<file path="config.mk">
export PLATFORM = sky130hd
export DESIGN_NAME = counter_event_fifo
export DESIGN_NICKNAME = d
export VERILOG_FILES = /design/src/rtl/counter_event_fifo.sv
export SDC_FILE = /design/constraint.sdc
export NUM_CORES = 1
export LEC_CHECK = 0
export CORE_UTILIZATION = 50
export CTS_CLUSTER_SIZE = 40
export DETAILED_ROUTE_END_ITERATION = 8
export MAX_ROUTING_LAYER = met4
export PLACE_DENSITY_LB_ADDON = 0.2
export SKIP_LAST_GASP = 1
export SYNTH_ARGS = -nofsm -noshare
export SYNTH_HDL_FRONTEND = slang
export SYNTH_SLANG_ARGS = --single-unit
</file>
<file path="constraint.sdc">
create_clock -name clk -period 5.3 [get_ports clk]
set_clock_uncertainty 0.05 [all_clocks]
set_input_delay 1.06 -clock clk [delete_from_list [all_inputs] [get_ports clk]]
set_output_delay 1.06 -clock clk [all_outputs]
set_load 0.02 [all_outputs]
</file>
<file path="src/rtl/counter_event_fifo.sv">
// Event collector: captures each counter's value (and optionally a timestamp) on a rising done-status
// edge and queues it in a FIFO drained over valid/ready. Timestamp support: define COUNTER_EVENT_STAMP_EN.
module counter_event_fifo #(
    parameter int SUB_NUMBER = 2,
    parameter int DEPTH      = 4,
    parameter int DATA_W     = 32
) (
    input  logic                         clk,
    input  logic                         resetn,
    input  logic [SUB_NUMBER-1:0]        in_status,
    input  logic [SUB_NUMBER*DATA_W-1:0] in_data,
    input  logic                         rd_ready,
    input  logic                         clr_lost,
    output logic                         rd_valid,
    output logic [3:0]                   rd_id,
    output logic [DATA_W-1:0]            rd_data,
    output logic [31:0]                  rd_stamp,
    output logic [6:0]                   level,
    output logic [SUB_NUMBER-1:0]        lost
);

    localparam int AW = (DEPTH > 1) ? $clog2(DEPTH) : 1;

    logic [SUB_NUMBER-1:0] prev_status;
    logic [SUB_NUMBER-1:0] pending;
    logic [SUB_NUMBER-1:0] rise;
    logic [SUB_NUMBER-1:0] grant;
    logic [SUB_NUMBER-1:0] pushed;
    logic [SUB_NUMBER-1:0] lost_set;
    logic [DATA_W-1:0]     cap_data [SUB_NUMBER];

    logic [3:0]            mem_id   [DEPTH];
    logic [DATA_W-1:0]     mem_data [DEPTH];
    logic [AW-1:0]         wp;
    logic [AW-1:0]         rp;
    logic [6:0]            count;
    logic                  full;
    logic                  pop;
    logic                  push;
    logic [3:0]            win_id;
    logic [DATA_W-1:0]     win_data;

    assign rise     = in_status & ~prev_status;
    // Isolate the lowest set pending bit: fixed priority, lowest index wins.
    assign grant    = pending & (~pending + SUB_NUMBER'(1));
    assign full     = (count == 7'(DEPTH));
    assign rd_valid = (count != 7'd0);
    assign pop      = rd_valid & rd_ready;
    assign push     = (|pending) & (~full | pop);
    assign pushed   = grant & {SUB_NUMBER{push}};
    assign lost_set = rise & pending & ~pushed;
    assign level    = count;
    assign rd_id    = rd_valid ? mem_id[rp]   : 4'd0;
    assign rd_data  = rd_valid ? mem_data[rp] : '0;

    always_comb begin
        win_id   = 4'd0;
        win_data = '0;
        for (int i = 0; i < SUB_NUMBER; i++) begin
            if (grant[i]) begin
                win_id   = 4'(i);
                win_data = cap_data[i];
            end
        end
    end

    // Control state: edge history, pending flags, sticky loss, FIFO pointers.
    always_ff @(posedge clk or negedge resetn) begin
        if (!resetn) begin
            prev_status <= '0;
            pending     <= '0;
            lost        <= '0;
            wp          <= '0;
            rp          <= '0;
            count       <= 7'd0;
        end else begin
            prev_status <= in_status;
            pending     <= rise | (pending & ~pushed);
            lost        <= lost_set | (lost & ~{SUB_NUMBER{clr_lost}});
            if (push)
                wp <= wp + AW'(1);
            if (pop)
                rp <= rp + AW'(1);
            if (push && !pop)
                count <= count + 7'd1;
            else if (pop && !push)
                count <= count - 7'd1;
        end
    end

    // Capture and FIFO storage; a push reads the old capture while a same-cycle rise reloads it.
    always_ff @(posedge clk) begin
        for (int i = 0; i < SUB_NUMBER; i++) begin
            if (rise[i])
                cap_data[i] <= in_data[i*DATA_W +: DATA_W];
        end
        if (push) begin
            mem_id[wp]   <= win_id;
            mem_data[wp] <= win_data;
        end
    end

`ifdef COUNTER_EVENT_STAMP_EN
    logic [31:0] stamp;
    logic [31:0] cap_stamp [SUB_NUMBER];
    logic [31:0] mem_stamp [DEPTH];
    logic [31:0] win_stamp;

    always_comb begin
        win_stamp = 32'd0;
        for (int i = 0; i < SUB_NUMBER; i++) begin
            if (grant[i])
                win_stamp = cap_stamp[i];
        end
    end

    always_ff @(posedge clk or negedge resetn) begin
        if (!resetn)
            stamp <= 32'd0;
        else
            stamp <= stamp + 32'd1;
    end

    always_ff @(posedge clk) begin
        for (int i = 0; i < SUB_NUMBER; i++) begin
            if (rise[i])
                cap_stamp[i] <= stamp;
        end
        if (push)
            mem_stamp[wp] <= win_stamp;
    end

    assign rd_stamp = rd_valid ? mem_stamp[rp] : 32'd0;
`else
    assign rd_stamp = 32'd0;
`endif

endmodule
</file>
Word level (Yosys, flattened, before mapping):

Memory sizes are Yosys's and may differ from the RTL's.
Index checks and enable logic that the tools add are counted.

* bitwise operators: 17
* $add $sub $neg: 5
* muxes and demuxes: 13
* reduce and logical (&&, ||, !) cells: 7
* eq/ne operators: 1

Operator list (count)
* 32-bit two-way mux: 3
* 2-bit AND: 7
* 7-bit two-way mux: 2
* 2-bit inverter: 4
* 7-bit by 1-bit adder with 7-bit output, second input constant: 1
* 7-bit by 3-bit == test with 1-bit output, second input constant: 1
* 1-bit two-way mux: 7
* 7-bit nonzero test: 1
* 7-bit by 1-bit subtractor with 7-bit output, second input constant: 1
* 2-bit by 1-bit adder with 2-bit output, second input constant: 3
* 4-bit two-way mux: 1
* 2-bit bitwise OR: 2
* 1-bit AND: 2
* 1-bit logical AND: 2
* 1-bit logical NOT: 2
* 2-bit nonzero test: 1
* 2-bit OR reduction: 1
* 1-bit inverter: 1
* 1-bit bitwise OR: 1

* logic and storage cells: 52
* output and inout port bits: 78
* memories: 3
* input port bits: 70
* flip-flop bits (word level): 17
* bits in writable memories: 196

Memory list
* mem_data: depth 4, bits a word 32, rd ports 1, clocked after Yosys merged registers in 0, write ports 1, line 33 `logic [DATA_W-1:0] mem_data [DEPTH];`
* cap_data: depth 2, bits a word 32, rd ports 2, clocked after Yosys merged registers in 0, write ports 2, line 30 `logic [DATA_W-1:0] cap_data [SUB_NUMBER];`
* mem_id: depth 4, bits a word 1, rd ports 1, clocked after Yosys merged registers in 0, write ports 1, line 32 `logic [3:0] mem_id [DEPTH];`

Longest topological paths before layout:

Gate-level depths: netlist of run 1.

* depth after elaboration: 8
* mapped depth: 13
* mapped depth without buffers: 12

Least setup slack after synthesis of run 1:

Ideal clock, no wire load.

* path kind: input -> register
* from: input port rd_ready
* to: register count[5] (netlist: level[5])
* setup slack: 2258 ps
* data arrival time: 2923 ps
* required time: 5181 ps
* stages: 10
* setup time: 69 ps
* cell sequence: nor3b_2 > nor2_2 > ha_1 > inv_1 > ha_1 > a21oi_1 > nor2b_1 > o21a_1 > or4_1 > nand3_1

* word-level cells in the longest chain between the ends: 6

Ends and longest elaborated chain
* start: declaration: line 12 `input logic rd_ready,`
* 1-bit AND *: line 48 `assign pop = rd_valid & rd_ready;`
* 1-bit bitwise OR *: line 49 `assign push = (|pending) & (~full | pop);`
* 1-bit AND *: line 49
* named net push: line 39 `logic push;`
* 1-bit logical NOT: line 86 `else if (pop && !push)`
* 1-bit logical AND: line 86
* 2-bit nonzero test (no source line)
* end signal: assignment: line 85 `count <= count + 7'd1;`
* end signal: assignment: line 87 `count <= count - 7'd1;`
* end: declaration: line 36 `logic [6:0] count;`

Mark *: on every way through the listed nets, which the timed path passes. The rest lies on a longest branch.
A chain may end at the register's enable or synchronous reset.

Worst setup path after layout of run 1:

* from: register rp[0]
* to: output port rd_id[0]

* word-level cells in the longest chain between the ends: 2

Ends and longest elaborated chain
* start: declaration: line 35 `logic [AW-1:0] rp;`
* start signal: assignment: line 83 `rp <= rp + AW'(1);`
* memory read 4 x 1 bit
* 4-bit two-way mux: line 53 `assign rd_id = rd_valid ? mem_id[rp] : 4'd0;`
* end: declaration: line 15 `output logic [3:0] rd_id,`

No other way between the ends.

==> Flow_metrics.wiki, run 1 <==
{| class="wikitable"
! Metric !! Value
|-
| Run status || complete, no violations
|-
| Post-Syn Area per Cell || roughly 17 um^2
|-
| Setup repair after global routing missed its margin || no
|-
| Clock root buffer || sky130_fd_sc_hd__clkbuf_16
|-
| CTS H-tree lvls || 1
|-
| Mapped cell area || roughly 0.0086 mm^2
|-
| Final count of pins violating max slew || 0
|-
| Finish-stage setup viols || 0
|-
| Number of library cell types mapped by synthesis || 36
|-
| Share of total power consumed by net switching || between 20 and 30%
|-
| Portion of the clock cycle consumed by the worst path in the final layout || 78.2%
|-
| Final #Nets || 709
|-
| Cell count after synthesis || between 500 and 600
|-
| Number of I/O pins || ~150
|-
| YS warnings || 0
|-
| Count of buffers added by post-CTS timing repair for setup || 0
|-
| Critical Path End Type || output port
|-
| Last weighted congestion value of the routability-driven placer || between 0.6 and 0.7
|-
| Initial core utilization || 51.4%
|-
| Proportion of layout cells with a drive suffix above 1 || between 10% and 20%
|-
| Final sum of negative setup slack || 0 ps
|-
| Setup slack of the worst register-to-register path || about 2100 ps
|-
| Die width || between 100 and 150 um
|-
| Remaining routing DRC violations || 0
|-
| Worst slew margin || between 30% and 40%
|-
| Worst-skew pair later-pin latency || 500 ps
|-
| First-pass DRT Iterations || 4
|-
| NetSw || approximately 1.6 mW
|-
| Initial drt markers || ~190
|-
| Post-route antenna net violation count || 0
|-
| Clock sink count || ~210
|-
| Worst Hold Slack || approximately 480 ps
|-
| Area Overhead vs Synth || 21.9%
|-
| Hold-fix buffers, CTS || 0
|-
| CTS Buf Count || 24
|-
| Post-DP Area || between 0.009 and 0.01 mm^2
|-
| Via count || between 4000 and 5000
|-
| CP arrival || a little over 3000 ps
|-
| Residual overflow from global routing || 0
|-
| Reg-to-reg startpoint || level[3]$_DFFE_PN0P_
|-
| Fraction of the yosys area taken by sequential cells || around 73%
|-
| WL/cell || 18.0 um
|-
| Hold crit path type || register to register
|-
| Detailed Place HPWL || roughly 9.4 mm
|-
| Type of the setup path with the least slack || register to output port
|-
| Clock network fraction of total power || a little over a quarter
|-
| Combinational share of power || a little under a third
|-
| Worst Path Max Fanout || 20
|-
| Number of global-route vias before repair || 4540
|-
| Antenna violations before repair || 0
|-
| Final hold viol count || 0
|-
| Top cells by area in the synthesized netlist || sky130_fd_sc_hd__edfxtp_1 69%, sky130_fd_sc_hd__mux4_2 8.7%, sky130_fd_sc_hd__dfrtp_1 5.0%, sky130_fd_sc_hd__buf_4 3.5%, sky130_fd_sc_hd__nand2_1 3.0%
|-
| Number of placement rows || between 40 and 50
|-
| Capturing point of the worst reg2reg path || level[5]$_DFFE_PN0P_
|-
| Overall track demand over capacity in global routing || between 10% and 20%
|-
| Final antenna diode count || 0
|-
| Via density per instance || just over 5
|-
| CTS tree || built
|-
| Post-synth top cells || 196 x sky130_fd_sc_hd__edfxtp_1, 69 x sky130_fd_sc_hd__nand2_1, 40 x sky130_fd_sc_hd__buf_4, 37 x sky130_fd_sc_hd__and2_1, 35 x sky130_fd_sc_hd__o21ai_0
|-
| Largest vdd supply drop || 281 uV
|-
| Post-Layout Inst Area || 0.0105 mm^2
|-
| Input/output buffers || about 110
|-
| Total internal power || 3.87 mW
|-
| Yosys top cell by area || sky130_fd_sc_hd__edfxtp_1
|-
| Required time of the worst setup path || 4190 ps
|-
| CTS Buffer Depth || 3
|-
| Kind of start point of the critical path || register
|-
| Peak Freq || about 0.24 GHz
|-
| Fraction of post-synthesis cell area in the top cell type by area || between 60% and 70%
|-
| Die H || approximately 130 um
|-
| Final period demand of the worst path || about 4100 ps
|-
| Wire length reported by the detailed router || about 16 mm
|-
| Most instantiated flip-flop cell in the synthesis netlist || sky130_fd_sc_hd__edfxtp_1
|-
| Sequential Power Share || a little over two fifths
|-
| Hold path startpoint || level[6]$_DFFE_PN0P_
|-
| Async SR Flop Fraction || ~8%
|-
| Cell depth of the worst flop-to-flop path || 13
|-
| Worst Hold Path EP || level[6]$_DFFE_PN0P_
|-
| Post-synth EDFFs || 196
|-
| Leakage power summed over all cells || approximately 3.6 nW
|-
| Total power density per cell area || ~520 mW/mm^2
|-
| Synthesis-stage register bit count || between 200 and 250
|-
| First-pass GRT wire length || about 24 mm
|-
| Register clock-pin slew on the reported worst setup and hold paths || about 60 ps
|-
| Std-Cell Core Area || 0.0167 mm^2
|-
| Number of fill cells in the layout || 1222
|-
| Final Instance Count excl. Fillers || 862
|-
| Most repeated cell in the gate-level netlist after synthesis || sky130_fd_sc_hd__edfxtp_1
|-
| Tightest Pin Transition || between 900 and 1000 ps
|-
| Maximum number of pins on one net before global-route repair || 66
|-
| Max_cap viols || 0
|-
| Die Area || 0.0177 mm^2
|-
| Post-cts repair resize count || 0
|-
| Placed Instances || 821
|-
| Total power || approximately 5.5 mW
|-
| Number of instances on the worst hold path || 1
|}
[placed cells by master, fill, tap and decap left out, drive strengths merged]
cell / Yosys / layout
edfxtp: 196 / 196
clkdlybuf4s50: 0 / 112
nand2: 69 / 69
and2: 37 / 37
o21ai: 35 / 35
conb: 1 / 35
mux4: 33 / 33
clkbuf: 10 / 30
dfrtp: 17 / 17
ha: 11 / 11
clkinv: 0 / 10
xnor2: 6 / 6
inv: 7 / 6
nor2: 6 / 6
buf: 48 / 5
nand2b: 4 / 4
nor2b: 3 / 3
a21oi: 3 / 3
nand3: 3 / 3
o22ai: 2 / 2
a22o: 2 / 2
mux2i: 2 / 2
clkinvlp: 0 / 2
nor3b: 2 / 2
mux2: 2 / 2
nor4: 1 / 1
or2: 1 / 1
o21a: 1 / 1
or4: 1 / 1
xor2: 1 / 1
nor3: 1 / 1
o31ai: 1 / 1
a31oi: 1 / 1
fa: 1 / 1
[sequential cells by signal, indices dropped and copies added (netlist names)]
signal and count:
mem_id 4, pending 2, rp 2, wp 2, level 7, mem_data 128
cap_data 64, prev_status 2, lost 2
[routing by layer]
metal	track usage [%]	vias to the layer above	wire length (um)	share of wire, %
met2	32.1	123	8000	52
met1	23.5	2154	6640	43
met3	2.91	14	704	4.5
met4	3.58	0	179	1.2
li1	-	2059	-	-
met5	-	-	0	0
[layout make-up]
| type | count | area, um^2 | share of cell area [%] |
|---|---|---|---|
| flip-flops and latches | 213 | 6310 | 60.3 |
| well taps | 220 | 275 | 2.63 |
| clock buffers | 30 | 623 | 5.95 |
| repair buffers | 117 | 1160 | 11.1 |
| multi-input cells | 264 | 2010 | 19.2 |
| inverters | 7 | 26.3 | 0.251 |
| clock inverters | 11 | 66.3 | 0.633 |
[logic make-up (layout without fill, tap and decap cells)]
| group | Yosys count | after routing | synth area share [%] |
|---|---|---|---|
| DFF | 213 | 213 | 73.5 |
| and+or+nand+nor | 128 | 128 | 7.28 |
| buffers and inverters | 65 | 165 | 4.66 |
| AOI/OAI and AO/OA | 45 | 45 | 2.81 |
| muxes | 37 | 37 | 9.19 |
| adders and majority gates | 12 | 12 | 1.84 |
| xor gates and xnor gates | 7 | 7 | 0.714 |
| other | 1 | 35 | 0.0437 |
[power by group through the flow]
stage	Sequential, mW	Combinational [mW]	Clock (mW)
3_3_place_gp	2.38	1.71	0
3_5_place_dp	2.39	1.73	0
4_1_cts	2.36	1.74	1.47
5_1_grt	2.39	1.83	1.53
2_1_floorplan	2.29	1.15	0
6_report	2.35	1.70	1.43
[stage by stage]
step / setup WS, ps / util [%]
6_report: 1160 / 62.7
5_1_grt: 954 / 62.7
4_1_cts: 1040 / 62.7
3_5_place_dp: 1520 / 58.6
3_3_place_gp: 1570 / 58.6
2_1_floorplan: 2260 / -
[worst max-delay path, stage by stage (launching register included)]
cell                              delay, ps
sky130_fd_sc_hd__dfrtp_2                810
sky130_fd_sc_hd__buf_4                  450
sky130_fd_sc_hd__mux4_2                 570
sky130_fd_sc_hd__and2_1                 180
sky130_fd_sc_hd__clkdlybuf4s50_1        530
[worst max path at each step]
stage / endpoint / from
6_report: rd_id[0] / rp[0]$_DFFE_PN0P_
2_1_floorplan: level[5]$_DFFE_PN0P_ / rd_ready
3_3_place_gp: rd_id[0] / rp[0]$_DFFE_PN0P_
4_1_cts: rd_id[0] / rp[0]$_DFFE_PN0P_
5_1_grt: rd_id[0] / rp[0]$_DFFE_PN0P_
3_5_place_dp: level[5]$_DFFE_PN0P_ / rd_ready
Note: power is estimated with default switching activity, not from simulation.
==> run 2, diff against run 1 <==
==> constraint.sdc (replaced) <==
create_clock -name clk -period 3.9 [get_ports clk]
set_clock_uncertainty 0.05 [all_clocks]
set_input_delay 0.78 -clock clk [delete_from_list [all_inputs] [get_ports clk]]
set_output_delay 0.78 -clock clk [all_outputs]
set_load 0.02 [all_outputs]
==> run 2 against run 1 <==
  * Die area did not move
  * Sequential cell count did not move
  * Sequential share of layout area fell by 0.20 points
  * Critical path depth rose by 2
  * Critical endpoint is now rd_data[0]
  * Largest power group unchanged
  * Core utilization rose by 0.21 points
==> Flow_metrics.wiki, run 2 (synthesis results as in run 1) <==
{| class="wikitable"
! Metric !! Value
|-
| Run status || complete, no violations (unchanged)
|-
| Clock root buffer || sky130_fd_sc_hd__clkbuf_16 (unchanged)
|-
| Final sum of negative setup slack || 0 ps (unchanged)
|-
| First-pass DRT Iterations || 4 (unchanged)
|-
| Worst Hold Slack || 469 ps (was 479 ps)
|-
| Worst-skew pair later-pin latency || 490 ps (was 500 ps)
|-
| Final count of pins violating max slew || 0 (unchanged)
|-
| Die Area || 0.0177 mm^2 (unchanged)
|-
| Std-Cell Core Area || 0.0167 mm^2 (unchanged)
|-
| Die H || 133 um (unchanged)
|-
| Detailed Place HPWL || 9.93 mm (was 9.39 mm)
|-
| Sequence of cells on the critical path || nor4_2 > nand2_1 > or2_1 > buf_4 > and2_1 > clkdlybuf4s50_1 (was buf_4 > mux4_2 > and2_1 > clkdlybuf4s50_1)
|-
| CTS tree || built (unchanged)
|-
| Final antenna diode count || 0 (unchanged)
|-
| Number of fill cells in the layout || 1214 (was 1222)
|-
| Remaining routing DRC violations || 0 (unchanged)
|-
| Wire length reported by the detailed router || 15.8 mm (was 15.5 mm)
|-
| Total power density per cell area || 713 mW/mm^2 (was 523 mW/mm^2)
|-
| Finish-stage setup viols || 0 (unchanged)
|-
| Input/output buffers || 112 (unchanged)
|-
| Number of placement rows || 47 (unchanged)
|-
| CTS H-tree lvls || 1 (unchanged)
|-
| Final hold viol count || 0 (unchanged)
|-
| Critical Path End Type || output port (unchanged)
|-
| Leading cell types in the layout, fill and taps excluded || 196 x sky130_fd_sc_hd__edfxtp_1, 112 x sky130_fd_sc_hd__clkdlybuf4s50_1, 69 x sky130_fd_sc_hd__nand2_1, 35 x sky130_fd_sc_hd__o21ai_0, 35 x sky130_fd_sc_hd__conb_1 (unchanged)
|-
| Peak Freq || ~0.27 GHz
|-
| Clock sink count || 213 (unchanged)
|-
| Sequential cell area || 0.00631 mm^2 (unchanged)
|-
| Via density per instance || 5.11 (was 5.05)
|-
| Portion of the clock cycle consumed by the worst path in the final layout || 94.6%
|-
| Last weighted congestion value of the routability-driven placer || 0.723 (was 0.695)
|-
| Proportion of layout cells with a drive suffix above 1 || 13.3% (was 12.8%)
|-
| CP bufs+invs || 2 (unchanged)
|-
| Worst Path Max Fanout || 19 (was 20)
|-
| Worst slew margin || 44.1% (was 37.2%)
|-
| Initial drt markers || 181 (was 189)
|-
| First-pass GRT wire length || 24.6 mm (was 24.3 mm)
|-
| Type of the setup path with the least slack || register to output port (unchanged)
|-
| Antenna violations before repair || 0 (unchanged)
|-
| Initial core utilization || 51.4% (unchanged)
|-
| Required time of the worst setup path || 3070 ps (was 4190 ps)
|-
| Count of buffers added by post-CTS timing repair for setup || 0 (unchanged)
|-
| Cell with the biggest individual delay on the critical path || sky130_fd_sc_hd__clkdlybuf4s50_1 (was sky130_fd_sc_hd__dfrtp_2)
|-
| CP arrival || 2860 ps (was 3030 ps)
|-
| Register bank with the most flops || mem_data (unchanged)
|-
| Post-cts repair resize count || 0 (unchanged)
|-
| Final period demand of the worst path || ~3700 ps
|-
| Number of flip-flops in the largest register || 128 (unchanged)
|-
| Largest vdd supply drop || 456 uV (was 281 uV)
|-
| Number of global-route vias before repair || 4569 (was 4540)
|-
| Area Overhead vs Synth || 22.4% (was 21.9%)
|-
| Tightest Pin Transition || 837 ps (was 942 ps)
|-
| Category of cells accounting for the largest share of critical-path delay || simple AND/OR/NAND/NOR gates (was buffers and inverters)
|-
| Via count || 4421 (was 4350)
|-
| Slowest stage delay, CP || 560 ps (was 810 ps)
|-
| Number of I/O pins || 148 (unchanged)
|-
| Maximum number of pins on one net before global-route repair || 66 (unchanged)
|-
| Residual overflow from global routing || 0 (unchanged)
|-
| Leakage power summed over all cells || 3.65 nW (was 3.63 nW)
|-
| Setup repair after global routing missed its margin || no (unchanged)
|-
| Final #Nets || 713 (was 709)
|-
| Hold crit path type || register to register (unchanged)
|-
| Die width || 133 um (unchanged)
|-
| Multi-input combinational cell area || 0.00201 mm^2 (unchanged)
|-
| Hold-fix buffers, CTS || 0 (unchanged)
|-
| Most frequent standard cell in the layout excluding fill and tap cells || sky130_fd_sc_hd__edfxtp_1 (unchanged)
|-
| Kind of start point of the critical path || register (unchanged)
|-
| CTS Buffer Depth || 3 (unchanged)
|-
| Post-route antenna net violation count || 0 (unchanged)
|-
| Max_cap viols || 0 (unchanged)
|-
| Register clock-pin slew on the reported worst setup and hold paths || 60 ps (about the same)
|-
| Overall track demand over capacity in global routing || 18.9% (was 18.6%)
|-
| WL/cell || 18.2 um (was 18.0 um)
|-
| CTS Buf Count || 22 (was 24)
|}
==> run 2: report_power, final <==
part	internal [mW]	switching [mW]
combinational	1.23	1.23
clock	1.14	0.796
sequential	2.92	0.177
total	5.29	2.21
==> run 2: through the flow <==
stage                     util [%]  instance area (um^2)  cells  setup slack, ps  total power [mW]
after detailed placement      58.9                  9840    827              382              5.66
after CTS                     62.9                 10500    865              136              7.60
after floorplan                  -                  8720    542             1030              4.67
after global placement        58.9                  9840    827              521              5.60
final                         62.9                 10500    865              210              7.50
after global routing          62.9                 10500    865             57.6              7.85
==> run 2: path summary, 6_finish.rpt <==
kind,start,to,slack [ps],cells past startpoint
max in group asynchronous,resetn,pending[0]$_DFF_PN0_,2560,1
worst max register to register,level[3]$_DFFE_PN0P_,level[5]$_DFFE_PN0P_,610,12
min in group asynchronous,resetn,level[3]$_DFFE_PN0P_,700,1
worst min register to register,rp[0]$_DFFE_PN0P_,rp[0]$_DFFE_PN0P_,470,1
worst max-delay path,level[3]$_DFFE_PN0P_,rd_data[0],210,6
worst min-delay path,rp[0]$_DFFE_PN0P_,rp[0]$_DFFE_PN0P_,470,1
==> run 2: cell type report <==
class,count,area share [%]
clock buffers,28,5.65
flip-flops and latches,213,60.1
multi-input cells,264,19.1
well taps,220,2.62
repair buffers,123,11.6
inverters,7,0.250
clock inverters,10,0.690
==> run 2: metal layers <==
metal / routed length [um] / GRT usage (%) / share of wire, %
met1: 6540 / 23.7 / 41
met2: 8200 / 32.3 / 52
met3: 839 / 3.37 / 5.3
met4: 203 / 4.09 / 1.3
met5: 0 / - / 0
